`src/rtl/copro_cmd_pkg.sv`:
```
// Shared definitions for the coprocessor command sequencer: opcodes, FSM encoding,
// header field accessors and default trailer magic bytes.
package copro_cmd_pkg;

  localparam logic [7:0] OP_LOAD       = 8'h01;
  localparam logic [7:0] OP_RUN        = 8'h02;
  localparam logic [7:0] ACK_MAGIC_DEF = 8'hA5;
  localparam logic [7:0] ERR_MAGIC_DEF = 8'hEE;

  // Codes are visible to software through status[3:0]
  typedef enum logic [3:0] {
    ST_IDLE  = 4'd0,
    ST_HDR   = 4'd1,
    ST_LOAD  = 4'd2,
    ST_DRAIN = 4'd3,
    ST_START = 4'd4,
    ST_RUN   = 4'd5,
    ST_TRAIL = 4'd6
  } state_e;

  typedef enum logic [1:0] {
    CMD_LOAD = 2'd0,
    CMD_RUN  = 2'd1,
    CMD_BAD  = 2'd2
  } cmd_e;

  function automatic logic [7:0] hdr_opcode(input logic [31:0] w);
    return w[31:24];
  endfunction

  function automatic logic [7:0] hdr_tag(input logic [31:0] w);
    return w[23:16];
  endfunction

  function automatic logic [15:0] hdr_len(input logic [31:0] w);
    return w[15:0];
  endfunction

  function automatic cmd_e decode_op(input logic [7:0] op);
    case (op)
      OP_LOAD: return CMD_LOAD;
      OP_RUN:  return CMD_RUN;
      default: return CMD_BAD;
    endcase
  endfunction

endpackage

```
`src/rtl/copro_skid_reg.sv`:
```
// One-entry valid/ready holding register; accepts a new word in the same cycle
// the held word is consumed, so it sustains one word per cycle.
module copro_skid_reg #(
  parameter int unsigned W = 32
) (
  input  logic         clk,
  input  logic         rst,
  input  logic         in_valid_i,
  output logic         in_ready_o,
  input  logic [W-1:0] in_data_i,
  output logic         out_valid_o,
  input  logic         out_ready_i,
  output logic [W-1:0] out_data_o
);

  logic         full_q, full_d;
  logic [W-1:0] data_q, data_d;

  assign in_ready_o  = !full_q || out_ready_i;
  assign out_valid_o = full_q;
  assign out_data_o  = data_q;

  always_comb begin
    full_d = full_q;
    data_d = data_q;
    if (full_q && out_ready_i) full_d = 1'b0;
    if (in_valid_i && in_ready_o) begin
      full_d = 1'b1;
      data_d = in_data_i;
    end
  end

  always_ff @(posedge clk or posedge rst) begin
    if (rst) begin
      full_q <= 1'b0;
      data_q <= '0;
    end else begin
      full_q <= full_d;
      data_q <= data_d;
    end
  end

endmodule

```
`src/rtl/copro_cmd_sequencer.sv`:
```
// Command sequencer between the HPS FIFO pair and the accelerator core: parses
// headers, streams LOAD payloads, runs jobs and returns results plus a trailer.
module copro_cmd_sequencer
  import copro_cmd_pkg::*;
#(
  parameter int unsigned          TIMEOUT_W = 24,
  parameter logic [TIMEOUT_W-1:0] TIMEOUT   = 24'hFFFFFF,
  parameter logic [7:0]           ACK_MAGIC = ACK_MAGIC_DEF,
  parameter logic [7:0]           ERR_MAGIC = ERR_MAGIC_DEF
) (
  input  logic        clk,
  input  logic        reset,
  output logic        copro_read,
  input  logic [31:0] copro_readdata,
  input  logic        copro_waitrequest,
  output logic        hps_write,
  output logic [31:0] hps_writedata,
  input  logic        hps_waitrequest,
  output logic [31:0] acc_in_data,
  output logic        acc_in_valid,
  input  logic        acc_in_ready,
  output logic        acc_start,
  input  logic [31:0] acc_out_data,
  input  logic        acc_out_valid,
  input  logic        acc_out_last,
  output logic        acc_out_ready,
  output logic [31:0] status
);

  state_e               state_q, state_d;
  cmd_e                 cmd_q, cmd_d, hdr_cmd;
  logic [7:0]           tag_q, tag_d;
  logic [15:0]          len_q, len_d;
  logic [15:0]          rem_q, rem_d;
  logic [15:0]          out_cnt_q, out_cnt_d;
  logic [TIMEOUT_W-1:0] timer_q, timer_d;
  logic                 err_q, err_d;
  logic                 last_q, last_d;
  logic                 trl_q, trl_d;
  logic                 hw_q, hw_d;
  logic [31:0]          hwdata_q, hwdata_d;
  logic                 to_q, to_d;
  logic                 bad_q, bad_d;
  logic [15:0]          done_q, done_d;
  logic [7:0]           ltag_q, ltag_d;
  logic [31:0]          status_q, status_d;
  logic                 hw_free;
  logic                 skid_in_valid, skid_in_ready;

  copro_skid_reg #(.W(32)) u_skid (
    .clk        (clk),
    .rst        (reset),
    .in_valid_i (skid_in_valid),
    .in_ready_o (skid_in_ready),
    .in_data_i  (copro_readdata),
    .out_valid_o(acc_in_valid),
    .out_ready_i(acc_in_ready),
    .out_data_o (acc_in_data)
  );

  assign hps_write     = hw_q;
  assign hps_writedata = hwdata_q;
  assign status        = status_q;

  always_comb begin
    state_d       = state_q;
    cmd_d         = cmd_q;
    tag_d         = tag_q;
    len_d         = len_q;
    rem_d         = rem_q;
    out_cnt_d     = out_cnt_q;
    timer_d       = timer_q;
    err_d         = err_q;
    last_d        = last_q;
    trl_d         = trl_q;
    hw_d          = hw_q;
    hwdata_d      = hwdata_q;
    to_d          = to_q;
    bad_d         = bad_q;
    done_d        = done_q;
    ltag_d        = ltag_q;
    copro_read    = 1'b0;
    acc_start     = 1'b0;
    acc_out_ready = 1'b0;
    skid_in_valid = 1'b0;
    hdr_cmd       = decode_op(hdr_opcode(copro_readdata));
    hw_free       = !hw_q || !hps_waitrequest;

    if (hw_q && !hps_waitrequest) hw_d = 1'b0;

    case (state_q)
      ST_IDLE: state_d = ST_HDR;

      ST_HDR: begin
        copro_read = 1'b1;
        if (!copro_waitrequest) begin
          cmd_d  = hdr_cmd;
          tag_d  = hdr_tag(copro_readdata);
          ltag_d = hdr_tag(copro_readdata);
          len_d  = hdr_len(copro_readdata);
          rem_d  = hdr_len(copro_readdata);
          err_d  = (hdr_cmd == CMD_BAD);
          last_d = 1'b0;
          trl_d  = 1'b0;
          case (hdr_cmd)
            CMD_LOAD: state_d = (hdr_len(copro_readdata) == '0) ? ST_TRAIL : ST_LOAD;
            CMD_RUN:  state_d = ST_START;
            default: begin
              bad_d   = 1'b1;
              state_d = (hdr_len(copro_readdata) == '0) ? ST_TRAIL : ST_DRAIN;
            end
          endcase
        end
      end

      ST_LOAD: begin
        copro_read = skid_in_ready && (rem_q != '0);
        if (copro_read && !copro_waitrequest) begin
          skid_in_valid = 1'b1;
          rem_d         = rem_q - 16'd1;
        end
        if (rem_q == '0 && (!acc_in_valid || acc_in_ready)) state_d = ST_TRAIL;
      end

      ST_DRAIN: begin
        copro_read = (rem_q != '0);
        if (copro_read && !copro_waitrequest) rem_d = rem_q - 16'd1;
        if (rem_q == '0) state_d = ST_TRAIL;
      end

      ST_START: begin
        acc_start = 1'b1;
        out_cnt_d = '0;
        timer_d   = '0;
        state_d   = ST_RUN;
      end

      ST_RUN: begin
        // After the last result only wait for it to leave the write register
        if (last_q) begin
          if (hw_free) state_d = ST_TRAIL;
        end else begin
          acc_out_ready = hw_free;
          if (acc_out_valid && hw_free) begin
            hw_d     = 1'b1;
            hwdata_d = acc_out_data;
            timer_d  = '0;
            if (out_cnt_q != 16'hFFFF) out_cnt_d = out_cnt_q + 16'd1;
            if (acc_out_last) last_d = 1'b1;
          end else if (hw_free) begin
            timer_d = timer_q + TIMEOUT_W'(1);
            if (timer_d == TIMEOUT) begin
              err_d   = 1'b1;
              to_d    = 1'b1;
              state_d = ST_TRAIL;
            end
          end
        end
      end

      ST_TRAIL: begin
        if (!trl_q) begin
          if (hw_free) begin
            hw_d     = 1'b1;
            hwdata_d = {err_q ? ERR_MAGIC : ACK_MAGIC, tag_q,
                        (cmd_q == CMD_RUN) ? out_cnt_q : len_q};
            trl_d    = 1'b1;
          end
        end else if (!hps_waitrequest) begin
          trl_d   = 1'b0;
          done_d  = done_q + 16'd1;
          state_d = ST_IDLE;
        end
      end

      default: state_d = ST_IDLE;
    endcase

    status_d = {done_d, ltag_d, 2'b00, bad_d, to_d, 4'(state_d)};
  end

  always_ff @(posedge clk or posedge reset) begin
    if (reset) begin
      state_q   <= ST_IDLE;
      cmd_q     <= CMD_LOAD;
      tag_q     <= '0;
      len_q     <= '0;
      rem_q     <= '0;
      out_cnt_q <= '0;
      timer_q   <= '0;
      err_q     <= 1'b0;
      last_q    <= 1'b0;
      trl_q     <= 1'b0;
      hw_q      <= 1'b0;
      hwdata_q  <= '0;
      to_q      <= 1'b0;
      bad_q     <= 1'b0;
      done_q    <= '0;
      ltag_q    <= '0;
      status_q  <= '0;
    end else begin
      state_q   <= state_d;
      cmd_q     <= cmd_d;
      tag_q     <= tag_d;
      len_q     <= len_d;
      rem_q     <= rem_d;
      out_cnt_q <= out_cnt_d;
      timer_q   <= timer_d;
      err_q     <= err_d;
      last_q    <= last_d;
      trl_q     <= trl_d;
      hw_q      <= hw_d;
      hwdata_q  <= hwdata_d;
      to_q      <= to_d;
      bad_q     <= bad_d;
      done_q    <= done_d;
      ltag_q    <= ltag_d;
      status_q  <= status_d;
    end
  end

endmodule
```
`config.mk`:
```
export PLATFORM = sky130hd
export DESIGN_NAME = copro_cmd_sequencer
export DESIGN_NICKNAME = d
export VERILOG_FILES = /design/src/rtl/copro_cmd_pkg.sv /design/src/rtl/copro_skid_reg.sv /design/src/rtl/copro_cmd_sequencer.sv
export SDC_FILE = /design/constraint.sdc
export NUM_CORES = 1
export LEC_CHECK = 0
export CORE_ASPECT_RATIO = 1.2
export CORE_UTILIZATION = 50
export CTS_CLUSTER_SIZE = 16
export DETAILED_ROUTE_END_ITERATION = 8
export PLACE_DENSITY_LB_ADDON = 0.15
export RECOVER_POWER = 25
export SYNTH_ARGS = -nofsm -noshare
export SYNTH_HDL_FRONTEND = slang
export SYNTH_SLANG_ARGS = --single-unit
export TNS_END_PERCENT = 10
```
`constraint.sdc`:
```
create_clock -name clk -period 8.9 [get_ports clk]
set_input_delay 2.225 -clock clk [delete_from_list [all_inputs] [get_ports clk]]
set_output_delay 2.225 -clock clk [all_outputs]
set_load 0.01 [all_outputs]
```
==> flow_summary.json, run 1 <==
{
  "p_per_area_nw_per_um2": 210,
  "min_path_type": "reg2reg",
  "rsz0062_at_grt": "false",
  "slew_violations": 106,
  "drt_wl_total_mm": 21.7,
  "cts-resized-gates": 0,
  "antenna_found_initial": 0,
  "row_count": 52,
  "avgViaCountPerCell": 5.66,
  "ys.flop_type": "dfrtp_1",
  "drtIter0Drc": 515,
  "ys_seq_area_share_pct": 50.4,
  "worst_pin_slew_ps": 4640,
  "synthTopCellsByArea": "dfrtp_1 50%, nand2_1 6.9%, o21ai_0 5.2%, a21oi_1 3.5%, mux2_2 3.4%",
  "reg2reg_to": "u_skid.out_data_o[25]$_DFFE_PP0P_",
  "global_route.usage.met3_pct": 5.16,
  "drt.antenna.violating_nets": 0,
  "grt_usage_pct": 25.3,
  "grt_use_met1_pct": 35.9,
  "place_congestion": 0.822,
  "r2r-start": "status[3]$_DFF_PP0_",
  "drc": 0,
  "yosys.area.top_type": "dfrtp_1",
  "reg2reg_depth": 6,
  "setup_violations": 0,
  "place_hpwl_mm": 14.7,
  "core_sq_um": 16900,
  "cts-root-buf": "clkbuf_16",
  "synthTopCellsByCount": "174 x dfrtp_1, 159 x nand2_1, 89 x o21ai_0, 65 x nor2_1, 61 x a21oi_1",
  "worst-setup-path-type": "in2out",
  "grt_use_met2_pct": 39.3,
  "antenna_cells": 0,
  "clock_path_buffers": 2,
  "die_h_um": 146,
  "synth-seq-cells": 174,
  "numCtsBuffers": 17,
  "critPathLaunch": "acc_in_ready",
  "final_util_pct": 64.6,
  "yosys_warnings": 0,
  "first_global_vias": 6759,
  "async_flop_share_pct": 100,
  "vdd_drop_max_v": 0.000128,
  "cts_tree": "done",
  "setup-tns-final_ps": 0,
  "clkSinkCount": 174,
  "netlist_area_sq_um": 8650,
  "die_w_um": 122,
  "grt_busiest_layer": "met2",
  "violations": "capacitance limit, slew limit",
  "cp-end-kind": "output port",
  "portBuffers": 169,
  "max_slew_margin_pct": -211,
  "syn_inst": 920,
  "finalHoldViolCount": 0,
  "drive_gt1_share_pct": 7.23,
  "cts_hold_buf": 0,
  "postCtsSetupRepairBufs": 0,
  "clock_skew_ps": 8.77,
  "crit_path_max_fanout": 4,
  "max_freq_ghz": 0.165,
  "finalNetCount": 1128,
  "initial_core_util_pct": 51.1,
  "cp-start-kind": "input pin",
  "crit_required_ps": 6680,
  "cts_htree_levels": 4,
  "r2r_slack_ps": 5970,
  "vias": 7248,
  "cp-endpoint": "copro_read",
  "cp.arrival_ps": 3850,
  "grt_pass1_wl_mm": 35.2,
  "grt-ovfl-total": 0,
  "status": "complete, but fails checks",
  "drv_cap": 1,
  "yosysUniqueCellTypes": 61,
  "hold_path_depth": 1,
  "path_clk_slew_ps": 70,
  "period_share_pct": 68.2,
  "clock_latency_ps": 430,
  "synth_top_area_share_pct": 50.4,
  "finalCriticalPeriod_ps": 6070,
  "dr.pass1.iters": 5,
  "leakagePower_nw": 4.76,
  "dieArea_sq_um": 17800,
  "num_io_pins": 172,
  "synth_edf_count": 0,
  "wl_per_cell_um": 16.9,
  "syn_to_final_growth_pct": 26.4,
  "yosysMostFrequentCell": "dfrtp_1",
  "avgSynthCellArea_sq_um": 9.40,
  "grt_max_degree": 106
}
[worst min-delay path by stage]
stage	from	end	slack, ps
4_1_cts	status[5]$_DFFE_PP0P_	status[5]$_DFFE_PP0P_	470
2_1_floorplan	status[5]$_DFFE_PP0P_	status[5]$_DFFE_PP0P_	430
3_3_place_gp	status[5]$_DFFE_PP0P_	status[5]$_DFFE_PP0P_	440
6_report	status[31]$_DFFE_PP0P_	status[31]$_DFFE_PP0P_	470
3_5_place_dp	status[5]$_DFFE_PP0P_	status[5]$_DFFE_PP0P_	460
5_1_grt	status[31]$_DFFE_PP0P_	status[31]$_DFFE_PP0P_	500
[where the power goes]
group          switching, mW  leakage [nW]  total [mW]  internal (mW)
sequential             0.104          2.28        1.04          0.935
combinational          0.214          2.19       0.498          0.284
clock                  0.333         0.283       0.760          0.427
total                  0.652          4.76        2.30           1.65
[stage by stage]
stage	area [sq um]	power [mW]	setup WS, ps	hold slack (ps)	instances
floorplan	8650	1.29	1960	429	922
global placement	10300	1.54	2840	439	1249
detailed placement	10300	1.55	2840	459	1249
CTS	10900	2.32	2820	474	1281
global route	10900	2.41	2050	498	1281
finish	10900	2.30	2830	472	1281
[worst max-delay path, cell delays in order]
cell,delay (ps)
clkdlybuf4s50_1,450
nand2b_1,160
a21oi_1,90
a21oi_1,190
and2_1,180
clkdlybuf4s50_1,550
[area by class of cell]
type,count,area [sq um]
Inverter,15,57.6
Multi-Input combinational cell,668,3910
Sequential cell,174,4350
Clock inverter,13,151
Timing Repair Buffer,176,1740
Fill cell,1447,5980
Clock buffer,19,443
Tap cell,216,270
[logic make-up after synthesis]
| family | Yosys count | share of synthesized area [%] |
|---|---|---|
| simple gates | 376 | 21.3 |
| other cells | 1 | 0.0434 |
| mux | 59 | 7.31 |
| buf+inv | 80 | 4.60 |
| xor+xnor | 31 | 3.14 |
| compound gates | 194 | 12.5 |
| fa+ha+maj | 5 | 0.723 |
| flops | 174 | 50.4 |
[cells in the final DEF, fill, tap and decap left out, types with 3 or more instances in the layout]
cell type / Yosys / final
nor3_2: 2 / 3
mux2_2: 26 / 26
or4_1: 3 / 3
conb_1: 1 / 3
nor3_1: 23 / 22
xor2_1: 15 / 15
nand2b_1: 6 / 6
dfrtp_1: 174 / 174
inv_1: 15 / 14
a22oi_1: 3 / 3
o31ai_1: 9 / 9
and2_1: 11 / 10
mux2i_1: 26 / 26
inv_6: 0 / 5
a31oi_1: 4 / 4
a211oi_1: 3 / 3
clkdlybuf4s50_1: 0 / 166
nand3_1: 33 / 33
and3_1: 11 / 11
o41ai_1: 3 / 3
nor2_1: 65 / 65
clkinvlp_4: 0 / 3
nand2_1: 159 / 159
ha_1: 5 / 5
o211ai_1: 6 / 6
o21ai_0: 89 / 89
nor4_1: 11 / 11
mux2_1: 7 / 7
nand4_1: 17 / 17
nand4b_1: 3 / 3
a21oi_1: 61 / 61
buf_4: 12 / 7
clkbuf_16: 0 / 17
nand3b_1: 4 / 4
xnor2_1: 16 / 16
or3_1: 10 / 10
dlygate4sd3_1: 0 / 3
o22ai_1: 6 / 6
[sequential cells by signal, summed over array words and instances, names as in the netlist]
| signal | flops |
|---|---|
| rem_q | 16 |
| trl_q | 1 |
| ltag_q | 7 |
| done_q | 15 |
| len_q | 16 |
| tag_q | 1 |
| u_skid.out_data_o | 32 |
| u_skid.out_valid_o | 1 |
| cmd_q | 2 |
| timer_q | 24 |
| status | 5 |
| state_q | 3 |
| out_cnt_q | 16 |
| hps_writedata | 32 |
| hps_write | 1 |
| err_q | 1 |
| last_q | 1 |
[routing by layer]
metal | share of wire (%) | routed length (um)
met1 | 46 | 10000
met2 | 47 | 10200
met3 | 5.7 | 1240
met4 | 1.0 | 219
met5 | 0 | 0
(Power assumes the default switching activity.)
==> run 2, diff against run 1 <==
clock period = 5.98 ns   (was 8.9 ns; I/O delays follow)
==> run 2 against run 1 <==
Compared with the run above:
- the run still ends with capacitance limit, slew limit left
- total power grew 47%
- non-clock buffer count grew 1
- core utilization shrank 0.067 points
- die area is the same
- highest routed layer unchanged
- final area shrank 0.10%
- sequential power grew 49%
==> flow_summary.json, run 2 (synthesis results as in run 1) <==
{
  "row_count": 52,
  "portBuffers": 169,
  "avgViaCountPerCell": 5.65,
  "clock_latency_ps": 430,
  "cp-end-kind": "output port",
  "dr.pass1.iters": 5,
  "vdd_drop_max_v": 0.000247,
  "seqCellArea_sq_um": 4350,
  "place_hpwl_mm": 14.7,
  "clkSinkCount": 174,
  "drtIter0Drc": 588,
  "first_global_vias": 6739,
  "hold_path_depth": 1,
  "slew_violations": 113,
  "drive_gt1_share_pct": 7.32,
  "drt.antenna.violating_nets": 0,
  "antenna_found_initial": 0,
  "grt_max_degree": 113,
  "final_common_cell": "dfrtp_1",
  "period_share_pct": 78.3,
  "p_per_area_nw_per_um2": 310,
  "wl_per_cell_um": 16.8,
  "grt_usage_pct": 25.1,
  "setup-tns-final_ps": 0,
  "path_cells": "clkdlybuf4s50_1 > nand2b_1 > a21oi_1 > a21oi_1 > and2_1 > clkdlybuf4s50_1",
  "max_freq_ghz": 0.214,
  "drv_cap": 1,
  "finalCriticalPeriod_ps": 4680,
  "max_slew_margin_pct": -88.5,
  "finalHoldViolCount": 0,
  "die_w_um": 122,
  "vias": 7243,
  "max_stage_delay_ps": 550,
  "cp_slowest_cell": "clkdlybuf4s50_1",
  "drc": 0,
  "clock_skew_ps": 8.12,
  "num_io_pins": 172,
  "fill_cells": 1458,
  "cts_hold_buf": 0,
  "dieArea_sq_um": 17800,
  "place_congestion": 0.828,
  "syn_to_final_growth_pct": 26.3,
  "postCtsSetupRepairBufs": 0,
  "crit_path_max_fanout": 4,
  "reg2reg_depth": 6,
  "worst_pin_slew_ps": 2830,
  "crit_required_ps": 4490,
  "setup_ws_ps": 1300,
  "drt_wl_total_mm": 21.5,
  "cts_tree": "done",
  "die_h_um": 146,
  "worst-setup-path-type": "in2out",
  "path_clk_slew_ps": 70,
  "leakagePower_nw": 4.77,
  "core_sq_um": 16900,
  "clock_path_buffers": 2,
  "cts-root-buf": "clkbuf_16",
  "initial_core_util_pct": 51.1,
  "status": "complete, but fails checks",
  "cp.arrival_ps": 3180,
  "cts-resized-gates": 0,
  "grt_pass1_wl_mm": 35.2,
  "multiInputGateArea_sq_um": 3910,
  "pre_cts_ws_ps": 1330,
  "finalNetCount": 1129,
  "min_path_type": "reg2reg",
  "grt-ovfl-total": 0,
  "violations": "capacitance limit, slew limit",
  "setup_violations": 0,
  "rsz0062_at_grt": "false",
  "antenna_cells": 0,
  "final_cell_mix": "174 x dfrtp_1, 168 x clkdlybuf4s50_1, 159 x nand2_1, 89 x o21ai_0, 65 x nor2_1",
  "numCtsBuffers": 17,
  "cp-start-kind": "input pin",
  "cts_htree_levels": 4
}
-- run 2: cell types whose count changed in the layout (fill, tap and decap cells not counted), sizes merged --
cell | previous run | this run
inv | 20 | 17
clkinv | 2 | 7
clkdlybuf4s50 | 166 | 168
clkinvlp | 4 | 1
dlygate4sd3 | 3 | 1
clkbuf | 19 | 21
bufinv | 2 | 1
-- run 2: area by class of cell --
class                      count  share of cell area (%)
multi-input combinational    668                    35.8
clock inverter                11                   0.997
timing repair buffer         177                    16.0
tap                          216                    2.47
sequential                   174                    39.9
clock buffer                  20                    4.27
inverter                      15                   0.550
-- run 2: path summary, 6_finish.rpt --
| kind | startpoint | endpoint | slack (ps) |
|---|---|---|---|
| setup / recovery | acc_in_ready | copro_read | 1300 |
| hold / removal | status[5]$_DFFE_PP0P_ | status[5]$_DFFE_PP0P_ | 460 |
| setup reg to reg | status[3]$_DFF_PP0_ | u_skid.out_data_o[30]$_DFFE_PP0P_ | 2640 |
| hold reg to reg | status[5]$_DFFE_PP0P_ | status[5]$_DFFE_PP0P_ | 460 |
| max in group asynchronous | reset | cmd_q[0]$_DFFE_PP0P_ | 1700 |
| min in group asynchronous | reset | done_q[3]$_DFFE_PP0P_ | 1790 |
-- run 2: power by group --
part           switching [mW]  total (mW)  internal (mW)  leakage [nW]
registers               0.160        1.55           1.39          2.28
logic                   0.318       0.740          0.423          2.20
clock network           0.478        1.09          0.610         0.289
total                   0.956        3.38           2.42          4.77
-- run 2: stage by stage --
step / util (%) / total power, mW / cell area [sq um] / std cells / hold WS (ps)
finish: 64.6 / 3.38 / 10900 / 1281 / 459
CTS: 64.7 / 3.41 / 10900 / 1281 / 463
floorplan: - / 1.92 / 8660 / 922 / 429
global placement: 61.3 / 2.29 / 10400 / 1250 / 440
detailed placement: 61.3 / 2.32 / 10400 / 1250 / 448
global route: 64.6 / 3.55 / 10900 / 1281 / 491
-- run 2: worst max-delay path: cells and delay by family --
| family | cells | cell delay [ps] |
|---|---|---|
| buffers and inverters | 2 | 1010 |
| AND/OR/NAND/NOR | 2 | 380 |
| AO/OA/AOI/OAI | 2 | 290 |
-- run 2: layer usage --
metal  vias up  GRT usage, %  share of wire (%)
li1       3489             -                  -
met1      3504          36.3                 46
met3        35          4.96                5.6
met2       215          37.4                 46
met5         -             0                  0
met4         0          9.39                2.1
